--- src/rtl/sorted_stream_pkg.sv ---
// Shared types and defaults for the sorted-stream transmit path.
package sorted_stream_pkg;

    localparam int N_ELEM_DEFAULT = 8;
    localparam int WIDTH_DEFAULT  = 8;
    localparam int CNT_W          = $clog2(N_ELEM_DEFAULT);

    typedef enum logic [2:0] {
        IDLE,
        CAPTURE,
        SEND,
        WAIT_LOW,
        DONE
    } state_t;

endpackage

--- src/rtl/sorted_stream_tx_sync2.sv ---
// Two-flop synchroniser for a single asynchronous level, cleared to 0 on reset.
module sync2 (
    input  logic clk,
    input  logic rst_n,
    input  logic d,
    output logic q
);

    logic meta;

    // Shift the raw level through two flops so q is safe to use in clk domain
    always_ff @(posedge clk) begin
        if (!rst_n) begin
            meta <= 1'b0;
            q    <= 1'b0;
        end else begin
            meta <= d;
            q    <= meta;
        end
    end

endmodule

--- src/rtl/sorted_stream_tx.sv ---
// Captures one frame of sorted elements and sends them to the host with a
// four-phase valid/ack handshake. The host ack is synchronised before use.
// Optional checksum beat: define SORTED_STREAM_TX_CHECKSUM_EN to append the
// XOR of all captured elements as one extra beat after the data.
module sorted_stream_tx
    import sorted_stream_pkg::*;
#(
    parameter int N_ELEM = N_ELEM_DEFAULT,
    parameter int WIDTH  = WIDTH_DEFAULT
) (
    input  logic             clk,
    input  logic             rst_n,
    input  logic             in_valid,
    input  logic [WIDTH-1:0] in_data,
    input  logic             in_last,
    output logic             in_ready,
    input  logic             tx_ack_async,
    output logic             tx_valid,
    output logic [WIDTH-1:0] tx_data,
    output logic             busy,
    output logic             frame_done
);

    localparam int            CW       = $clog2(N_ELEM);
    localparam logic [CW-1:0] LAST_IDX = CW'(N_ELEM - 1);

    state_t           state;
    logic [CW-1:0]    wr_cnt;
    logic [CW-1:0]    rd_cnt;
    logic [CW:0]      len;
    logic [WIDTH-1:0] buffer [N_ELEM];
    logic             ack_s;
    logic             accept;
    logic             end_frame;
    logic             last_beat;
    logic [CW-1:0]    next_rd;

`ifdef SORTED_STREAM_TX_CHECKSUM_EN
    logic [WIDTH-1:0] csum;
    logic             csum_beat;
`endif

    sync2 u_ack_sync (
        .clk   (clk),
        .rst_n (rst_n),
        .d     (tx_ack_async),
        .q     (ack_s)
    );

    // in_ready is high exactly while capturing, so accept is the capture handshake.
    // The final slot closes the frame even without in_last, so counters never wrap.
    assign accept    = in_valid && in_ready;
    assign end_frame = accept && (in_last || (wr_cnt == LAST_IDX));
    assign last_beat = ({1'b0, rd_cnt} == (len - (CW+1)'(1)));
    assign next_rd   = rd_cnt + CW'(1);
    assign busy      = (state != IDLE);

    // Buffer write port; contents are deliberately left uncleared by reset
    always_ff @(posedge clk) begin
        if (rst_n && accept) begin
            buffer[wr_cnt] <= in_data;
        end
    end

`ifdef SORTED_STREAM_TX_CHECKSUM_EN
    // Running XOR of everything captured in the current frame
    always_ff @(posedge clk) begin
        if (!rst_n) begin
            csum <= '0;
        end else if (state == DONE) begin
            csum <= '0;
        end else if (accept) begin
            csum <= csum ^ in_data;
        end
    end
`endif

    // Main frame FSM with registered handshake outputs
    always_ff @(posedge clk) begin
        if (!rst_n) begin
            state      <= IDLE;
            wr_cnt     <= '0;
            rd_cnt     <= '0;
            len        <= '0;
            tx_valid   <= 1'b0;
            tx_data    <= '0;
            in_ready   <= 1'b0;
            frame_done <= 1'b0;
`ifdef SORTED_STREAM_TX_CHECKSUM_EN
            csum_beat  <= 1'b0;
`endif
        end else begin
            frame_done <= 1'b0;
            case (state)
                IDLE: begin
                    // A stuck-high ack keeps us here so no frame starts mid-handshake
                    if (!ack_s) begin
                        state    <= CAPTURE;
                        in_ready <= 1'b1;
                    end
                end
                CAPTURE: begin
                    if (end_frame) begin
                        len      <= {1'b0, wr_cnt} + (CW+1)'(1);
                        state    <= SEND;
                        in_ready <= 1'b0;
                        tx_valid <= 1'b1;
                        // A one-element frame is still being written, so bypass the buffer
                        tx_data  <= (wr_cnt == '0) ? in_data : buffer[0];
                    end else if (accept) begin
                        wr_cnt <= wr_cnt + CW'(1);
                    end
                end
                SEND: begin
                    if (ack_s) begin
                        tx_valid <= 1'b0;
                        state    <= WAIT_LOW;
                    end
                end
                WAIT_LOW: begin
                    if (!ack_s) begin
`ifdef SORTED_STREAM_TX_CHECKSUM_EN
                        if (csum_beat) begin
                            csum_beat  <= 1'b0;
                            state      <= DONE;
                            frame_done <= 1'b1;
                        end else if (last_beat) begin
                            csum_beat <= 1'b1;
                            state     <= SEND;
                            tx_valid  <= 1'b1;
                            tx_data   <= csum;
                        end else begin
                            rd_cnt   <= next_rd;
                            state    <= SEND;
                            tx_valid <= 1'b1;
                            tx_data  <= buffer[next_rd];
                        end
`else
                        if (last_beat) begin
                            state      <= DONE;
                            frame_done <= 1'b1;
                        end else begin
                            rd_cnt   <= next_rd;
                            state    <= SEND;
                            tx_valid <= 1'b1;
                            tx_data  <= buffer[next_rd];
                        end
`endif
                    end
                end
                DONE: begin
                    wr_cnt <= '0;
                    rd_cnt <= '0;
                    len    <= '0;
                    state  <= IDLE;
                end
                default: begin
                    state <= IDLE;
                end
            endcase
        end
    end

endmodule

--- config.mk ---
export PLATFORM = sky130hd
export DESIGN_NAME = sorted_stream_tx
export DESIGN_NICKNAME = d
export VERILOG_FILES = /design/src/rtl/sorted_stream_pkg.sv /design/src/rtl/sorted_stream_tx_sync2.sv /design/src/rtl/sorted_stream_tx.sv
export SDC_FILE = /design/constraint.sdc
export NUM_CORES = 1
export LEC_CHECK = 0
export CAP_MARGIN = 10
export CORE_MARGIN = 2
export CORE_UTILIZATION = 53
export DETAILED_ROUTE_END_ITERATION = 10
export GPL_ROUTABILITY_DRIVEN = 1
export PLACE_DENSITY = 0.74
export RECOVER_POWER = 25
export SYNTH_ARGS = -nofsm -noshare
export SYNTH_HDL_FRONTEND = slang
export SYNTH_SLANG_ARGS = --single-unit
--- constraint.sdc ---
create_clock -name clk -period 2.8 [get_ports clk]
set_clock_uncertainty 0.15 [all_clocks]
set_input_delay 0.84 -clock clk [delete_from_list [all_inputs] [get_ports clk]]
set_output_delay 0.84 -clock clk [all_outputs]
set_load 0.1 [all_outputs]
# ---- Yosys cells after proc, flatten, opt, wreduce, memory -nomap -nowiden
# Memory sizes are Yosys's and may differ from the RTL's.
# Cells that the tools add are included.
dict set report classes {
  addsub 4
  eq_ne 13
  muxes 30
  bitwise 2
  n_reduce_logical 20
}
# operator n
set op_table {}
lappend op_table {{$mux W8} 4}
lappend op_table {{$mux W3} 9}
lappend op_table {{$pmux W8 S2} 1}
lappend op_table {{$ne A2 B2 Y1 const B} 6}
lappend op_table {{$pmux W3 S2} 2}
lappend op_table {{$pmux W3 S4} 1}
lappend op_table {{$mux W1} 9}
lappend op_table {{$reduce_and A3 Y1} 3}
lappend op_table {{$pmux W4 S2} 1}
lappend op_table {{$reduce_and A4 Y1} 2}
lappend op_table {{$reduce_bool A2 Y1} 4}
lappend op_table {{$add A3 B1 Y3 const B} 2}
lappend op_table {{$eq A3 B2 Y1 const B} 2}
lappend op_table {{$eq A3 B3 Y1 const B} 2}
lappend op_table {{$logic_not A3 Y1} 2}
lappend op_table {{$reduce_bool A3 Y1} 2}
lappend op_table {{$reduce_and A5 Y1} 1}
lappend op_table {{$add A3 B1 Y4 const B} 1}
lappend op_table {{$eq A3 B4 Y1} 1}
lappend op_table {{$mux W4} 1}
lappend op_table {{$sub A4 B1 Y4 const B} 1}
lappend op_table {{$eq A3 B1 Y1 const B} 1}
lappend op_table {{$logic_and A1 B1 Y1} 3}
lappend op_table {{$pmux W1 S3} 1}
lappend op_table {{6 further kinds} 7}
dict set report word_totals {
  register_bits 26
  ramBits 64
  input_bits 13
  output_inout_bits 12
  elab_cells 80
  memories 1
}
# name words width read_ports rd_clocked_by_memory_dff wr line_no
set mem_list {}
lappend mem_list {buffer 8 8 2 0 1 sorted_stream_tx.sv:31} ;# logic [WIDTH-1:0] buffer [N_ELEM];

# ---- Logic depth before layout (Yosys ltp)
dict set report depth {
  depth_word 5
  depth_mapped 9
  depth_no_buf 7
}

# ---- Cells and area by module
# Synthesis repeated with hierarchy kept, for this count alone.
dict set report hier_totals {
  cells_unflattened 316
  hier_area_um2 3978.8
}
# mod instances cells_each area_each_um2 seq_area_each_um2
set by_module_without_submodules {}
lappend by_module_without_submodules {sorted_stream_tx 1 312 3926.3 2402.3}
lappend by_module_without_submodules {sync2 1 4 52.6 40.0}

# ---- Worst setup path after synthesis
# No wires, ideal clock.
dict set report synth_path {
  kind {reg2reg}
  startpoint {register in_ready}
  endpoint {memory buffer[0][0] (netlist bit), enable pin}
  setup_ns 0.383
  arrival_time_ns 1.993
  required_time_ns 2.267
  slack_ns 0.273
  stages_incl_launch_ff 3
  path_buffers 0
  synth_period_minus_slack_ns 2.527
  path_cell_list {dfxtp_1 nand4_1 nor3_1}
}
dict set report synth_via {
  elab_chain_cells 4
}
# element line_no
set synth_rtl {}
lappend synth_rtl {{from (decl)} sorted_stream_tx.sv:16} ;# output logic in_ready,
lappend synth_rtl {{from (signal assigned)} sorted_stream_tx.sv:87} ;# in_ready <= 1'b0;
lappend synth_rtl {{from (signal assigned)} sorted_stream_tx.sv:99} ;# in_ready <= 1'b1;
lappend synth_rtl {{from (signal assigned)} sorted_stream_tx.sv:106} ;# in_ready <= 1'b0;
lappend synth_rtl {{$logic_and A1 B1 Y1} sorted_stream_tx.sv:52} ;# assign accept = in_valid && in_ready;
lappend synth_rtl {{$logic_and A1 B1 Y1} sorted_stream_tx.sv:60} ;# if (rst_n && accept) begin
lappend synth_rtl {{$mux W1} sorted_stream_tx.sv:60}
lappend synth_rtl {{$mux W1 (implied by the code)} sorted_stream_tx.sv:61} ;# buffer[wr_cnt] <= in_data;
lappend synth_rtl {{to (decl)} sorted_stream_tx.sv:31}
# Every way passes these cells.

# ---- Final worst setup path
dict set report layout_path {
  startpoint {register state[0]}
  endpoint {output port busy}
}
dict set report layout_via {
  elab_chain_cells 1
}
# element line_no
set layout_rtl {}
lappend layout_rtl {{from (decl)} sorted_stream_tx.sv:27} ;# state_t state;
lappend layout_rtl {{from (signal assigned)} sorted_stream_tx.sv:81} ;# state <= IDLE;
lappend layout_rtl {{from (signal assigned)} sorted_stream_tx.sv:98} ;# state <= CAPTURE;
lappend layout_rtl {{from (signal assigned)} sorted_stream_tx.sv:105} ;# state <= SEND;
lappend layout_rtl {{$reduce_bool A3 Y1} sorted_stream_tx.sv:56} ;# assign busy = (state != IDLE);
lappend layout_rtl {{to (decl)} sorted_stream_tx.sv:20} ;# output logic busy,
# Every way passes these cells.

==> flow_summary.json <==
{
  "num_io_pins": 25,
  "first_global_vias": 2376,
  "die_height_um": 90.1,
  "gr-total-overflow": 0,
  "power_uw": 2470,
  "drtIter0Drc": 143,
  "netlist_instances": 304,
  "core_area_mm2": 0.00721,
  "cts_hold_buf": 0,
  "num_antenna_cells": 0,
  "cts_made_buffers": 9,
  "crit_path_end_kind": "output pin",
  "fin_nets": 357,
  "final_cell_mix": "edfxtp_1, mux2i_1, nor2_1, buf_4, dfxtp_1",
  "io_buffers": 24,
  "synth.avg_cell_area_um2": 12.9,
  "routabilityCongestion": 0.796,
  "seq_power_share_pct": 59.0,
  "area_growth_pct": 13.3,
  "fin_area_mm2": 0.00445,
  "multi_input_area_mm2": 0.00136,
  "powerDensity_mw_per_mm2": 556,
  "drc": 0,
  "synth_top_family_by_area": "multiplexers",
  "yosys_warnings": 0,
  "synth-compound-area-share_pct": 10.7,
  "status": "finished clean",
  "drive_gt1_share_pct": 14.8,
  "period_needed_ns": 2.37,
  "nFillCells": 599,
  "max_freq_ghz": 0.421,
  "die_x_um": 90.1,
  "syn-num-nets": 322,
  "final_common_cell": "edfxtp_1",
  "preCtsSetupSlack_ns": 0.299,
  "start_util_pct": 54.5,
  "async_reset_ff_share_pct": 0,
  "cellInternalPower_uw": 1840,
  "ant_nets": 0,
  "synthMuxAreaShare_pct": 11.5,
  "p_clk_share_pct": 32.1,
  "htreeDepth": 3,
  "synth_ff_type": "edfxtp_1",
  "root_buffer": "clkbuf_8",
  "arrival_ns": 1.38,
  "startpoint_type": "register",
  "cts_tree": "built",
  "slew_viol_final": 0,
  "clk_latency_ns": 0.35,
  "seq_area_mm2": 0.00244,
  "rows": 31,
  "setup_slack_ns": 0.427,
  "hold_viol": 0,
  "antenna_found_initial": 0,
  "synth-edff-count": 64,
  "placed_cell_area_mm2": 0.00428,
  "cts_resized": 0,
  "cts.clk_slew.worst_paths_ns": 0.09,
  "clock_sinks": 90,
  "worstPathMaxFanout": 11,
  "fin_setup_tns_ns": 0,
  "grt_max_degree": 28,
  "worstPathRequired_ns": 1.81,
  "grt_pass1_wl_um": 11700,
  "yosys.area_share.simple_pct": 9.30,
  "min_path_type": "reg -> reg",
  "rsz0062_at_grt": "no",
  "syn_area_mm2": 0.00393,
  "criticalPathCategory": "reg -> out",
  "p_sw_share_pct": 25.6,
  "p_comb_share_pct": 9.0,
  "grt_usage_pct": 18.5,
  "drt_first_pass_iters": 4,
  "synth_xor_area_share_pct": 1.53,
  "avgRoutedWirePerCell_um": 16.1,
  "synth_fa_ha_area_share_pct": 1.59,
  "leakage_uw": 0.00157,
  "ys_types": 39,
  "rrSetupSlack_ns": 0.62,
  "power_switching_uw": 634,
  "seq_area_frac_synth_pct": 62.2,
  "post-route-period-util_pct": 84.8,
  "num_vias": 2415,
  "cts_max_path_buffers": 2,
  "hpwl_um": 5090,
  "viasPerCell": 5.45,
  "dieArea_mm2": 0.00812,
  "wl_um": 7150,
  "maxCapViolations": 0,
  "post_cts_buffers": 0,
  "slew_headroom_pct": 54.6,
  "finalSetupViolations": 0,
  "ys_seq_elements": 90,
  "worstMarginPinSlew_ns": 0.680,
  "ir_drop_v": 0.000348
}
## critical path, cell delays in order (launching register included)
cell and delay, ns:
dfxtp_1 0.41, or3_1 0.37, buf_4 0.24
## state kept, by name (all words and copies together), names as in the netlist
name,count
u_ack_sync.q,1
len,4
in_ready,1
rd_cnt,3
u_ack_sync.meta,1
tx_data,8
wr_cnt,3
tx_valid,1
buffer,64
frame_done,1
state,3
## cell families (layout without fill, tap and decap cells)
kind of cell / count (synthesis) / in the layout
buffers and inverters: 22 / 62
muxes: 45 / 45
AOI/OAI and AO/OA: 62 / 62
adders and majority gates: 5 / 5
and+or+nand+nor: 74 / 74
xor gates and xnor gates: 6 / 6
DFF: 90 / 90
## path summary, 6_finish.rpt
path | depth (start not counted) | endpoint | start
max | 2 | busy | state[0]
min | 1 | u_ack_sync.q | u_ack_sync.meta
max reg2reg | 6 | tx_data[7] | rd_cnt[0]
min reg2reg | 1 | u_ack_sync.q | u_ack_sync.meta
## through the flow
step / std cells / util (%) / hold slack (ns)
2_1_floorplan: 304 / - / 0.262
3_3_place_gp: 427 / 59.4 / 0.281
3_5_place_dp: 427 / 59.4 / 0.292
4_1_cts: 443 / 61.8 / 0.314
5_1_grt: 443 / 61.7 / 0.338
6_report: 443 / 61.7 / 0.307
## cells in the mapped netlist (all sizes together) (3+ instances only)
cell	number	area share [%]
inv	5	0.48
buf	16	2.6
ha	5	1.6
a22oi	16	3.1
o211ai	3	0.92
nor2	34	3.3
o21ai	16	2.5
a31oi	8	1.3
nand2	12	1.1
nor3	5	0.64
nand4	3	0.48
xnor2	5	1.3
edfxtp	64	49
and2	5	0.80
dfxtp	26	13
nand2b	6	0.96
a21oi	12	1.6
mux2i	45	11
## power groups by stage
stage                     clock network [µW]  logic, µW  registers (µW)
final                                    793        222            1460
after global routing                     863        238            1460
after CTS                                809        226            1460
after detailed placement                   0        225            1490
after global placement                     0        221            1490
after floorplan                            0       99.6            1550
## area by class of cell
cell class	instances	share of cell area (%)
well taps	99	2.78
inverters	5	0.422
clock buffers	9	2.78
flip-flops and latches	90	54.9
repair buffers	41	7.42
clock inverters	7	1.15
multi-input cells	192	30.6
## layer usage
metal / global-route usage [%] / vias to the layer above / wire (µm)
met5: 0 / - / 0
met4: 7.56 / 0 / 89
met3: 3.35 / 9 / 348
met2: 27.8 / 55 / 3180
met1: 26.8 / 1147 / 3530
li1: - / 1204 / -
No activity file was read; power rests on OpenSTA's default activity.
